$ cat config.mk
export PLATFORM = sky130hd
export DESIGN_NAME = input_conditioner
export DESIGN_NICKNAME = d
export VERILOG_FILES = /design/src/rtl/input_conditioner_pkg.sv /design/src/rtl/input_conditioner_debounce_bit.sv /design/src/rtl/input_conditioner.sv
export SDC_FILE = /design/constraint.sdc
export NUM_CORES = 1
export LEC_CHECK = 0
export ABC_CLOCK_PERIOD_IN_PS = 3700
export CAP_MARGIN = 20
export CORE_AREA = 2 2 129 131
export CTS_BUF_LIST = sky130_fd_sc_hd__clkbuf_16
export DETAILED_ROUTE_END_ITERATION = 16
export DIE_AREA = 0 0 131 133
export PLACE_DENSITY_LB_ADDON = 0.08
export REMOVE_ABC_BUFFERS = 1
export SYNTH_ARGS = -nofsm -noshare
export SYNTH_HDL_FRONTEND = slang
export SYNTH_SLANG_ARGS = --single-unit
$ cat constraint.sdc
create_clock -name clk -period 3.7 [get_ports clk]
set_clock_uncertainty 0.15 [all_clocks]
set_input_delay 0.37 -clock clk [delete_from_list [all_inputs] [get_ports clk]]
set_output_delay 0.37 -clock clk [all_outputs]
set_load 0.1 [all_outputs]
$ cat src/rtl/input_conditioner_pkg.sv
// input_conditioner_pkg: shared sizes and word-packing widths for the input conditioner.
package input_conditioner_pkg;
    localparam int NUM_SW = 5;
    localparam int NUM_BTN = 4;
    localparam int DEBOUNCE_DEFAULT = 16;
    localparam int WORD_W = 32;
    localparam int SW_PAD = WORD_W - NUM_SW;
    localparam int BTN_PAD = WORD_W - 2 * NUM_BTN;
    localparam int NUM_BITS = 2 * NUM_SW + NUM_BTN;
endpackage

$ cat src/rtl/input_conditioner_debounce_bit.sv
// debounce_bit: two-flop synchronizer plus mismatch counter and stable register for one raw bit.
module debounce_bit
    import input_conditioner_pkg::*;
#(
    parameter int DEBOUNCE_CYCLES = DEBOUNCE_DEFAULT
) (
    input  logic clk,
    input  logic rst,
    input  logic raw,
    output logic stable,
    output logic nxt
);
    localparam int CW = $clog2(DEBOUNCE_CYCLES);
    localparam logic [CW-1:0] LAST = CW'(DEBOUNCE_CYCLES - 1);
    logic [1:0] sync;
    logic [CW-1:0] cnt;
    logic mism, done;
    assign mism = sync[1] != stable;
    assign done = mism && cnt == LAST;
    // nxt is the value stable takes on the coming edge; the top uses it to align press pulses
    assign nxt = done ? sync[1] : stable;
    always_ff @(posedge clk or posedge rst) begin
        if (rst) begin
            sync <= '0;
            cnt <= '0;
            stable <= 1'b0;
        end else begin
            sync <= {sync[0], raw};
            cnt <= (mism && !done) ? cnt + 1'b1 : '0;
            stable <= nxt;
        end
    end
endmodule

$ cat src/rtl/input_conditioner.sv
// input_conditioner: debounces switch banks and buttons into processor input words,
// with per-button press pulses and sticky press flags.
module input_conditioner
    import input_conditioner_pkg::*;
#(
    parameter int DEBOUNCE_CYCLES = DEBOUNCE_DEFAULT
) (
    input  logic                clk,
    input  logic                rst,
    input  logic [NUM_SW-1:0]   in0_switches,
    input  logic [NUM_SW-1:0]   in1_switches,
    input  logic [NUM_BTN-1:0]  buttons,
    input  logic [NUM_BTN-1:0]  btn_clr,
    output logic [WORD_W-1:0]   in0,
    output logic [WORD_W-1:0]   in1,
    output logic [WORD_W-1:0]   in2,
    output logic [NUM_BTN-1:0]  btn_press
);
    logic [1:0] rst_pipe;
    logic rst_i;
    logic [NUM_BITS-1:0] raw, stable, nxt;
    logic [NUM_BTN-1:0] rise, btn_pressed;
    logic unused_sw_nxt;
    // assertion is immediate, release waits two clean edges
    always_ff @(posedge clk or posedge rst) begin
        if (rst) rst_pipe <= 2'b11;
        else rst_pipe <= {rst_pipe[0], 1'b0};
    end
    assign rst_i = rst_pipe[1];
    assign raw = {buttons, in1_switches, in0_switches};
    for (genvar i = 0; i < NUM_BITS; i++) begin : g_db
        debounce_bit #(.DEBOUNCE_CYCLES(DEBOUNCE_CYCLES)) u_db (
            .clk(clk),
            .rst(rst_i),
            .raw(raw[i]),
            .stable(stable[i]),
            .nxt(nxt[i])
        );
    end
    assign unused_sw_nxt = ^nxt[2*NUM_SW-1:0];
    assign rise = nxt[NUM_BITS-1:2*NUM_SW] & ~stable[NUM_BITS-1:2*NUM_SW];
    always_ff @(posedge clk or posedge rst_i) begin
        if (rst_i) begin
            btn_press <= '0;
            btn_pressed <= '0;
        end else begin
            btn_press <= rise;
            btn_pressed <= (btn_pressed & ~btn_clr) | rise;
        end
    end
    assign in0 = {{SW_PAD{1'b0}}, stable[NUM_SW-1:0]};
    assign in1 = {{SW_PAD{1'b0}}, stable[2*NUM_SW-1:NUM_SW]};
    assign in2 = {{BTN_PAD{1'b0}}, btn_pressed, stable[NUM_BITS-1:2*NUM_SW]};
endmodule

Word level (Yosys, flattened, before mapping) --
Index checks and enable logic that the tools add are counted.
Storage, ports and cells: register bits 108, logic and storage cells 152
Cells by class: reductions and logical operators 42, eq/ne operators 28, mux-type cells 18, bitwise operators 5, add/sub/neg operators 14
Operators by type and width (count):
- $add A4 B1 Y4 const B | 14
- $eq A4 B4 Y1 const B | 14
- $mux W4 | 14
- $logic_and A1 B1 Y1 | 28
- $logic_not A1 Y1 | 14
- $ne A1 B1 Y1 | 14
- $and A4 B4 Y4 | 2
- $not A4 Y4 | 2
- $mux W1 | 4
- $or A4 B4 Y4 | 1

Depth between registers and ports, before layout --
depth after elaboration 5, depth in mapped cells 4

Hierarchy --
Synthesis repeated with hierarchy kept, for this count alone.
Unflattened totals: cell total of the unflattened synthesis 397, area, all modules 4645.7 um2
Modules (own cells, without submodules):
- debounce_bit | cells each 21, area each 264.0 um2, instances 14
- input_conditioner | cells each 103, area each 949.7 um2, instances 1

Worst setup path after synthesis --
OpenSTA, ideal clock, no wires.
kind register to output, start register btn_pressed[0], end output in2[4], stages on the path, launching flop included 1, path buffers 0, arrival 898 ps, setup slack 2282 ps, path through dfrtp_1
RTL lines:
- start, declared | RTL line input_conditioner.sv:22 | logic [NUM_BTN-1:0] rise, btn_pressed;
- start signal, assigned | RTL line input_conditioner.sv:48 | btn_pressed <= (btn_pressed & ~btn_clr) | rise;
- end, declared | RTL line input_conditioner.sv:16 | output logic [WORD_W-1:0] in2,
No word-level cell between the ends.

Worst setup path after layout --
start register g_db[11].u_db.stable, end output in2[1]
RTL lines:
- start, declared | RTL line input_conditioner_debounce_bit.sv:10 | output logic stable,
- start signal, assigned | RTL line input_conditioner_debounce_bit.sv:30 | stable <= nxt;
No word-level cell between the ends.

==> qor.yml <==
status: "complete, no violations"
root_buffer: "clkbuf_16"
ys_seq_area_share_pct: 57.6
fillCellCount: 1636
timing.fmax_ghz: 0.406
cp-start-kind: "flip-flop"
fin_crit_sh_pct: 66.6
design_area_um2: 5340
path_cells: "clkdlybuf4s50_1"
hold_viol_final: 0
io_buffers: 41
die_x_um: 131
ys_warn_count: 0
maxCapViolCount: 0
arrival_ns: 1.94
overflow: 0
crit_type: "flip-flop to primary output"
cts_tree: "yes"
firstDrtPassIters: 4
h-tree-depth: 3
synth_compound_area_share_pct: 0.826
synth_cell_types: 15
cp.depth: 1
die_y_um: 133
grt_pass1_vias: 2366
core_area_um2: 16200
reg2regPathDepth: 3
power.density_nw_per_um2: 522
clk_latency_ns: 0.35
grt_start_max_net_pins: 104
synth_top_family_by_area: "buffers and inverters"
syn_area_per_cell_um2: 11.8
drtIter0Drc: 92
path_max_fanout: 4
synth_xor_area_share_pct: 7.83
antenna_found_initial: 1
grtUsageTotal_pct: 8.37
cp-end-kind: "primary output"
antennaDiodeCount: 0
critical-path-top-delay-family: "buffers and inverters"
syn_area_um2: 4700
drcViolationCount: 0
worst_ep_required_time_ns: 3.18
floorplan.initialDensity_pct: 29.0
tightest_slew_ns: 0.984
postCtsSetupRepairBufs: 0
synthMuxAreaShare_pct: 3.36
dp_hpwl_um: 4350
layout-drive-gt1-share_pct: 8.37
place_area_um2: 5010
num_rows: 47
gp_congestion: 0.706
crit_start: "g_db[11].u_db.stable$_DFF_PP0_"
area_growth_pct: 13.7
vdd_drop_max_mv: 0.213
cts_sinks: 108
p_total_uw: 2790
vias_per_cell: 3.63
clk_pin_slew_ns: 0.07
grt_first_pass_wirelength_um: 11200
io_pins: 120
fin_crit_ns: 2.46
finalMaxSlewViolations: 0
rsz0062_at_grt: "false"
final_util_pct: 33.0
num_vias: 2403
numCtsBuffers: 9
fin_setup_tns_ns: 0
synth-adder-area-share_pct: 3.73
syn_inst: 397
hp-class: "primary input to asynchronous set/reset pin"
crit_buf_inv: 1
ant_nets: 0
relSlewSlack_pct: 34.2
r2r-start: "rst_pipe[1]$_DFF_PP1_"
leakage_uw: 0.00259
die_area_um2: 17400
nets: 471
setup_violations: 0
routed_wl_um: 6510
critPathMaxStageDelay_ns: 1.17
critPathSlowestCell: "clkdlybuf4s50_1"
synthSimpleGateAreaFrac_pct: 10.3
clockBufferDepth: 2
ys_ff_latch: 108
wl_per_cell_um: 9.84
final cells by class:
type / count / area [um2] / area share, %
flip-flops and latches: 108 / 2710 / 50.6
multi-input cells: 255 / 1520 / 28.4
inverters: 20 / 77.6 / 1.45
repair buffers: 43 / 440 / 8.25
clock inverters: 7 / 100 / 1.87
well taps: 220 / 275 / 5.15
clock buffers: 9 / 225 / 4.22
cell usage in the layout (no fill, tap or decap), drive strengths merged, types with 4 or more instances in the layout:
master	synthesis	final
inv	20	23
nand2b	13	13
a21o	4	4
nor2	56	56
xor2	14	14
clkbuf	0	9
conb	1	79
xnor2	28	28
ha	14	14
nor3b	4	4
mux2	14	14
nand3	28	28
clkdlybuf4s50	0	41
dfrtp	106	106
per-stage QoR:
step           std cells  setup slack [ns]  hold slack, ns
4_1_cts              662              1.21           0.179
6_report             662              1.24           0.193
5_1_grt              662              1.17           0.189
3_3_place_gp         645              1.62         -0.0384
2_1_floorplan        383             0.425           0.132
3_5_place_dp         645              1.62         -0.0345
metal layers:
| metal | wire length (um) | track usage (%) | vias to the layer above |
|---|---|---|---|
| li1 | - | - | 1161 |
| met1 | 2790 | 10.1 | 1139 |
| met2 | 3040 | 12.4 | 88 |
| met3 | 491 | 3.88 | 13 |
| met4 | 168 | 4.43 | 2 |
| met5 | 16 | 0 | - |
sequential cells by signal, indices dropped and copies added (netlist names):
signal and flops:
rst_pipe 2, g_db.u_db.sync 28, g_db.u_db.cnt 56, btn_press 4, btn_pressed 4, g_db.u_db.stable 14
synthesized netlist by cell type (all sizes together):
cell type  number  share of area [%]
a21o            4               0.64
a31o            1               0.19
buf            92                 15
conb            1              0.080
dfrtp         106                 56
dfstp           2                1.1
ha             14                3.7
inv            20                1.6
mux2           14                3.4
nand2b         13                1.7
nand3          28                3.0
nor2           56                4.5
nor3b           4                1.1
xnor2          28                5.2
xor2           14                2.6
path summary, 6_finish.rpt:
| path | slack, ns | to |
|---|---|---|
| worst max register to register | 2.10 | g_db[6].u_db.cnt[0]$_DFF_PP0_ |
| min in group clk | 0.20 | g_db[2].u_db.sync[1]$_DFF_PP0_ |
| worst min-delay path | 0.19 | rst_pipe[1]$_DFF_PP1_ |
| worst max-delay path | 1.24 | in2[1] |
| max in group asynchronous | 2.10 | g_db[6].u_db.cnt[0]$_DFF_PP0_ |
| worst min register to register | 0.20 | g_db[2].u_db.sync[1]$_DFF_PP0_ |
timing repair:
action | in CTS | in global routing
hold buffers | 1 | 0
endpoints found under the hold margin | 3 | 0
resized for setup | 0 | 0
setup endpoints to repair | 0 | 0
report_power, final:
group	leakage [uW]	total [uW]	switching (uW)	internal, uW
registers	0.00140	1270	35.2	1230
clock network	0.000159	1040	444	599
logic	0.00103	476	412	64.6
logic make-up (layout without fill, tap and decap cells):
| family | Yosys count | count (layout) |
|---|---|---|
| buffers and inverters | 112 | 79 |
| flip-flops | 108 | 108 |
| AND/OR/NAND/NOR | 101 | 101 |
| XOR/XNOR | 42 | 42 |
| adder cells (fa/ha/maj) | 14 | 14 |
| multiplexers | 14 | 14 |
| AO/OA/AOI/OAI | 5 | 5 |
| other | 1 | 79 |
(Power assumes the default switching activity.)
